**src/rtl/cdc_loopback_fifo.sv**
```systemverilog
// Byte-stream loopback between usb_cdc OUT and IN: FIFO buffer, per-byte transform, burst release.
// Optional statistics counters are built when CDC_LOOPBACK_STATS_EN is defined.
module cdc_loopback_fifo #(
  parameter int DEPTH     = 16,
  parameter int THRESHOLD = 8,
  parameter int TIMEOUT   = 1000,
  parameter int CNT_W     = 16
) (
  input  logic                     clk_i,
  input  logic                     rst_i,
  input  logic [7:0]               out_data_i,
  input  logic                     out_valid_i,
  output logic                     out_ready_o,
  output logic [7:0]               in_data_o,
  output logic                     in_valid_o,
  input  logic                     in_ready_i,
  input  logic [1:0]               mode_i,
  input  logic                     flush_i,
  output logic [$clog2(DEPTH):0]   level_o
`ifdef CDC_LOOPBACK_STATS_EN
  ,
  output logic [CNT_W-1:0]         rx_count_o,
  output logic [CNT_W-1:0]         tx_count_o,
  output logic [CNT_W-1:0]         ovf_count_o
`endif
);

  localparam int AW = $clog2(DEPTH);
  localparam int LW = AW + 1;
  localparam int TW = $clog2(TIMEOUT + 1);

  localparam logic [1:0] ST_IDLE    = 2'd0;
  localparam logic [1:0] ST_COLLECT = 2'd1;
  localparam logic [1:0] ST_DRAIN   = 2'd2;

  logic [7:0]    mem [DEPTH];
  logic [AW-1:0] wr_ptr;
  logic [AW-1:0] rd_ptr;
  logic [LW-1:0] count;
  logic [TW-1:0] timer;
  logic [TW-1:0] timer_nxt;
  logic [1:0]    state;
  logic [1:0]    state_nxt;
  logic [7:0]    xf_data;
  logic          push;
  logic          pop;
  logic          drain_cond;
  logic          is_upper;
  logic          is_lower;

  // Ready depends only on the registered count, so a pop frees space one cycle later.
  assign out_ready_o = (count != LW'(DEPTH));
  assign push        = out_valid_i & out_ready_o & ~rst_i;
  assign in_valid_o  = (state == ST_DRAIN) && (count != '0);
  assign pop         = in_valid_o & in_ready_i;
  assign in_data_o   = in_valid_o ? mem[rd_ptr] : 8'h00;
  assign level_o     = count;

  assign is_upper = (out_data_i >= 8'h41) && (out_data_i <= 8'h5A);
  assign is_lower = (out_data_i >= 8'h61) && (out_data_i <= 8'h7A);

  always_comb begin
    xf_data = out_data_i;
    case (mode_i)
      2'd1: xf_data = out_data_i + 8'd1;
      2'd2: begin
        if (is_upper)      xf_data = out_data_i | 8'h20;
        else if (is_lower) xf_data = out_data_i & 8'hDF;
      end
      2'd3: begin
        if (is_lower) xf_data = out_data_i & 8'hDF;
      end
      default: xf_data = out_data_i;
    endcase
  end

  always_ff @(posedge clk_i) begin
    if (push) mem[wr_ptr] <= xf_data;
  end

  always_ff @(posedge clk_i or posedge rst_i) begin
    if (rst_i) begin
      wr_ptr <= '0;
      rd_ptr <= '0;
      count  <= '0;
    end else begin
      if (push) wr_ptr <= wr_ptr + AW'(1);
      if (pop)  rd_ptr <= rd_ptr + AW'(1);
      case ({push, pop})
        2'b10:   count <= count + LW'(1);
        2'b01:   count <= count - LW'(1);
        default: count <= count;
      endcase
    end
  end

  assign drain_cond = (count >= LW'(THRESHOLD)) || (timer == TW'(TIMEOUT - 1)) || flush_i;

  // IDLE may jump straight to DRAIN so a threshold of 1 releases data two cycles after the push.
  always_comb begin
    state_nxt = state;
    timer_nxt = timer;
    case (state)
      ST_IDLE: begin
        timer_nxt = '0;
        if (count != '0) state_nxt = drain_cond ? ST_DRAIN : ST_COLLECT;
      end
      ST_COLLECT: begin
        timer_nxt = push ? '0 : timer + TW'(1);
        if (drain_cond) begin
          state_nxt = ST_DRAIN;
          timer_nxt = '0;
        end
      end
      ST_DRAIN: begin
        timer_nxt = '0;
        if (count == '0) state_nxt = push ? ST_COLLECT : ST_IDLE;
      end
      default: begin
        state_nxt = ST_IDLE;
        timer_nxt = '0;
      end
    endcase
  end

  always_ff @(posedge clk_i or posedge rst_i) begin
    if (rst_i) begin
      state <= ST_IDLE;
      timer <= '0;
    end else begin
      state <= state_nxt;
      timer <= timer_nxt;
    end
  end

`ifdef CDC_LOOPBACK_STATS_EN
  // Saturating counters; a flush pulse clears them alongside forcing a drain.
  always_ff @(posedge clk_i or posedge rst_i) begin
    if (rst_i) begin
      rx_count_o  <= '0;
      tx_count_o  <= '0;
      ovf_count_o <= '0;
    end else if (flush_i) begin
      rx_count_o  <= '0;
      tx_count_o  <= '0;
      ovf_count_o <= '0;
    end else begin
      if (push && (rx_count_o != '1)) rx_count_o <= rx_count_o + CNT_W'(1);
      if (pop && (tx_count_o != '1))  tx_count_o <= tx_count_o + CNT_W'(1);
      if (out_valid_i && !out_ready_o && (ovf_count_o != '1))
        ovf_count_o <= ovf_count_o + CNT_W'(1);
    end
  end
`else
  // Statistics counters are not built in this configuration.
`endif

endmodule

```
**config.mk**
```make
export PLATFORM = sky130hd
export DESIGN_NAME = cdc_loopback_fifo
export DESIGN_NICKNAME = d
export VERILOG_FILES = /design/src/rtl/cdc_loopback_fifo.sv
export SDC_FILE = /design/constraint.sdc
export NUM_CORES = 1
export LEC_CHECK = 0
export BUFFER_PORTS_ARGS = -buffer_cell sky130_fd_sc_hd__buf_2
export CORE_UTILIZATION = 50
export CTS_CLUSTER_SIZE = 28
export DETAILED_ROUTE_END_ITERATION = 6
export MAX_ROUTING_LAYER = met4
export PLACE_DENSITY_LB_ADDON = 0.15
export SYNTH_ARGS = -nofsm -noshare
export SYNTH_HDL_FRONTEND = slang
export SYNTH_SLANG_ARGS = --single-unit
```
**constraint.sdc**
```tcl
create_clock -name clk_i -period 7.7 [get_ports clk_i]
set_input_delay 2.31 -clock clk_i [delete_from_list [all_inputs] [get_ports clk_i]]
set_output_delay 2.31 -clock clk_i [all_outputs]
set_load 0.01 [all_outputs]
```
==> impl_results.md <==
- Number of global-route vias before repair: 3,566
- Largest net degree at the start of global routing: 34
- DP HPWL: 7936 µm
- Clock latency on the worst-skew pair: 0.42 ns
- Share of cells above drive strength 1: 26.13%
- Max_cap viols: 0
- Hold crit path type: reg -> reg
- F_max: 204.5 MHz
- Die Y: 116.6 µm
- DR pass1 iterations: 5
- Quantity of gates resized following cts: 0
- CTS Buf Count: 17
- Fill cells: 1,006
- Post-layout minimum cycle time: 4.889 ns
- Routed len/inst: 19.93 µm
- CTS tree: yes
- Yosys warns: 0
- # rows: 41
- Initial DRC count: 235
- Synth unique cells: 44
- PwrDens: 352.3 nW/µm²
- Syn nets: 416
- Area of the multi-input gates: 1984 µm²
- CTS clk-pin slew, worst paths: 0.06 ns
- Post-CTS Setup Bufs: 0
- Vias/cell: 5.580
- Clock Sinks: 153
- Mapped cell area: 6561 µm²
- H-tree depth: 4
- Crit path DAT: 2.58 ns
- CP Data Required Time: 5.39 ns
- Root Driver: clkbuf_16
- Post-synth EDFFs: 128
- Routed Antenna Nets: 0
- Grt ovf: 0
- Rel. slew slack: 15.73%
- Share of Yosys cell area claimed by the top area cell type: 58.58%
- Cells after Synth: 386
- Setup Crit Path Kind: reg -> out
- Sequential-to-total area share from yosys stat: 68.12%
- CP max FO: 27
- Die area: 13,590 µm²
- GRT Overall Usage: 21.34%
- Post-synth top area cell: edfxtp_1
- Hold Vio Cnt, Final: 0
- Core ar.: 12,720 µm²
- N_diodes: 0
- I/O Pins: 30
- Setup TNS Final: 0 ns
- Synth area leaders: edfxtp_1 59%, mux4_2 11%, dfrtp_1 9.5%
- Setup Skew: 0.008296 ns
- First-pass GRT wire length: 19,540 µm
- VDD IR-drop max: 0.0001994 V
- Main synth FF type: edfxtp_1
- Clock buffer depth: 2
- CTS Hold Bufs: 0
- Hold Slack: 0.4600 ns
- Most numerous cell in the Yosys netlist: edfxtp_1
- Asr flop ratio synth: 16.34%
- RSZ-0062 raised after global routing: false
- Die X: 116.6 µm
- Port Buf Inserts: 29
- # DRC: 0
- CP Capture Type: primary output
- Syn_area_per_cell: 17.00 µm²
- FF+latch area: 4472 µm²
- Synth Register Bits: 153
- Final Cycle Share: 63.50%
- Initial antenna violation count: 0
- # setup viols final: 0
- Tightest Pin Transition: 1.255 ns
- Max-slew violations: 0
- Via count: 3,437
- Routability cong.: 0.8142
- Most instantiated cells after synthesis: 128 x edfxtp_1, 32 x mux4_2, 25 x dfrtp_1
- Routed Wire Length: 12,280 µm
- Status: finished clean
- Area delta synth->final: 14.74%
- LEAKAGE: 2.620 nW
- Crit start category: flip-flop
- Initial core utilization: 51.57%
- Nets@finish: 461
cell usage in the layout (no fill, tap or decap), types with 5 or more instances in the layout:
master	count
mux4_2	32
o21ai_0	6
ha_1	14
buf_2	29
o22ai_1	8
nor2_1	19
edfxtp_1	128
nand4_1	5
inv_1	16
nor4_1	5
dfrtp_1	23
clkbuf_16	17
buf_4	11
nand2_1	17
and2_1	6
mux2i_1	16
xnor2_1	20
nand3_1	8
registers in the layout (all words and copies together), names as in the netlist:
signal   count
state        2
timer       10
mem        128
level_o      5
wr_ptr       4
rd_ptr       4
cell families after synthesis:
family | count (synthesis) | synth area share, %
xor gates and xnor gates | 23 | 3.070
DFF | 153 | 68.12
AOI/OAI and AO/OA | 27 | 2.956
muxes | 51 | 13.94
adders and majority gates | 15 | 2.975
buffers and inverters | 31 | 1.964
and+or+nand+nor | 86 | 6.980
critical path, stage by stage, from the launching register on:
cell	delay (ns)
dfrtp_2	0.51
buf_4	0.51
mux4_2	0.56
mux2i_1	0.21
o22ai_1	0.17
buf_2	0.18
power breakdown:
part           leakage (nW)  internal, mW  switching [mW]
registers              1.47         0.979           0.121
clock network         0.265         0.475           0.310
logic                 0.885         0.375           0.393
stage by stage:
stage	instances	utilization, %	setup slack, ns	total power [mW]	area [µm²]
final	616	59.18	2.811	2.652	7528
after global routing	616	59.18	2.633	2.790	7528
after CTS	616	59.18	2.760	2.681	7528
after detailed placement	584	54.75	3.120	1.893	6965
after global placement	584	54.75	3.233	1.877	6965
after floorplan	386	-	3.529	1.659	6561
final cells by class:
type	instances	area share (%)
clock buffer	20	5.800
clock inverter	12	1.679
inverter	17	0.8808
multi-input combinational	202	26.36
sequential	153	59.40
tap	172	2.859
timing repair buffer	40	3.025
metal layers:
metal | track usage, % | wire (µm)
met1 | 27.06 | 5382
met2 | 33.06 | 6075
met3 | 4.359 | 483
met4 | 10.38 | 337
met5 | - | 0
path summary, 6_finish.rpt:
kind	from	endpoint	slack (ns)	depth (start not counted)
max reg2reg	level_o[0]	level_o[4]	4.95	10
max in group asynchronous	rst_i	rd_ptr[3]	4.86	2
min in group asynchronous	rst_i	level_o[3]	2.16	2
min	timer[0]	timer[0]	0.46	1
max	rd_ptr[2]	in_data_o[3]	2.81	5
min reg2reg	timer[0]	timer[0]	0.46	1
Power figures use the tool's default switching activity.
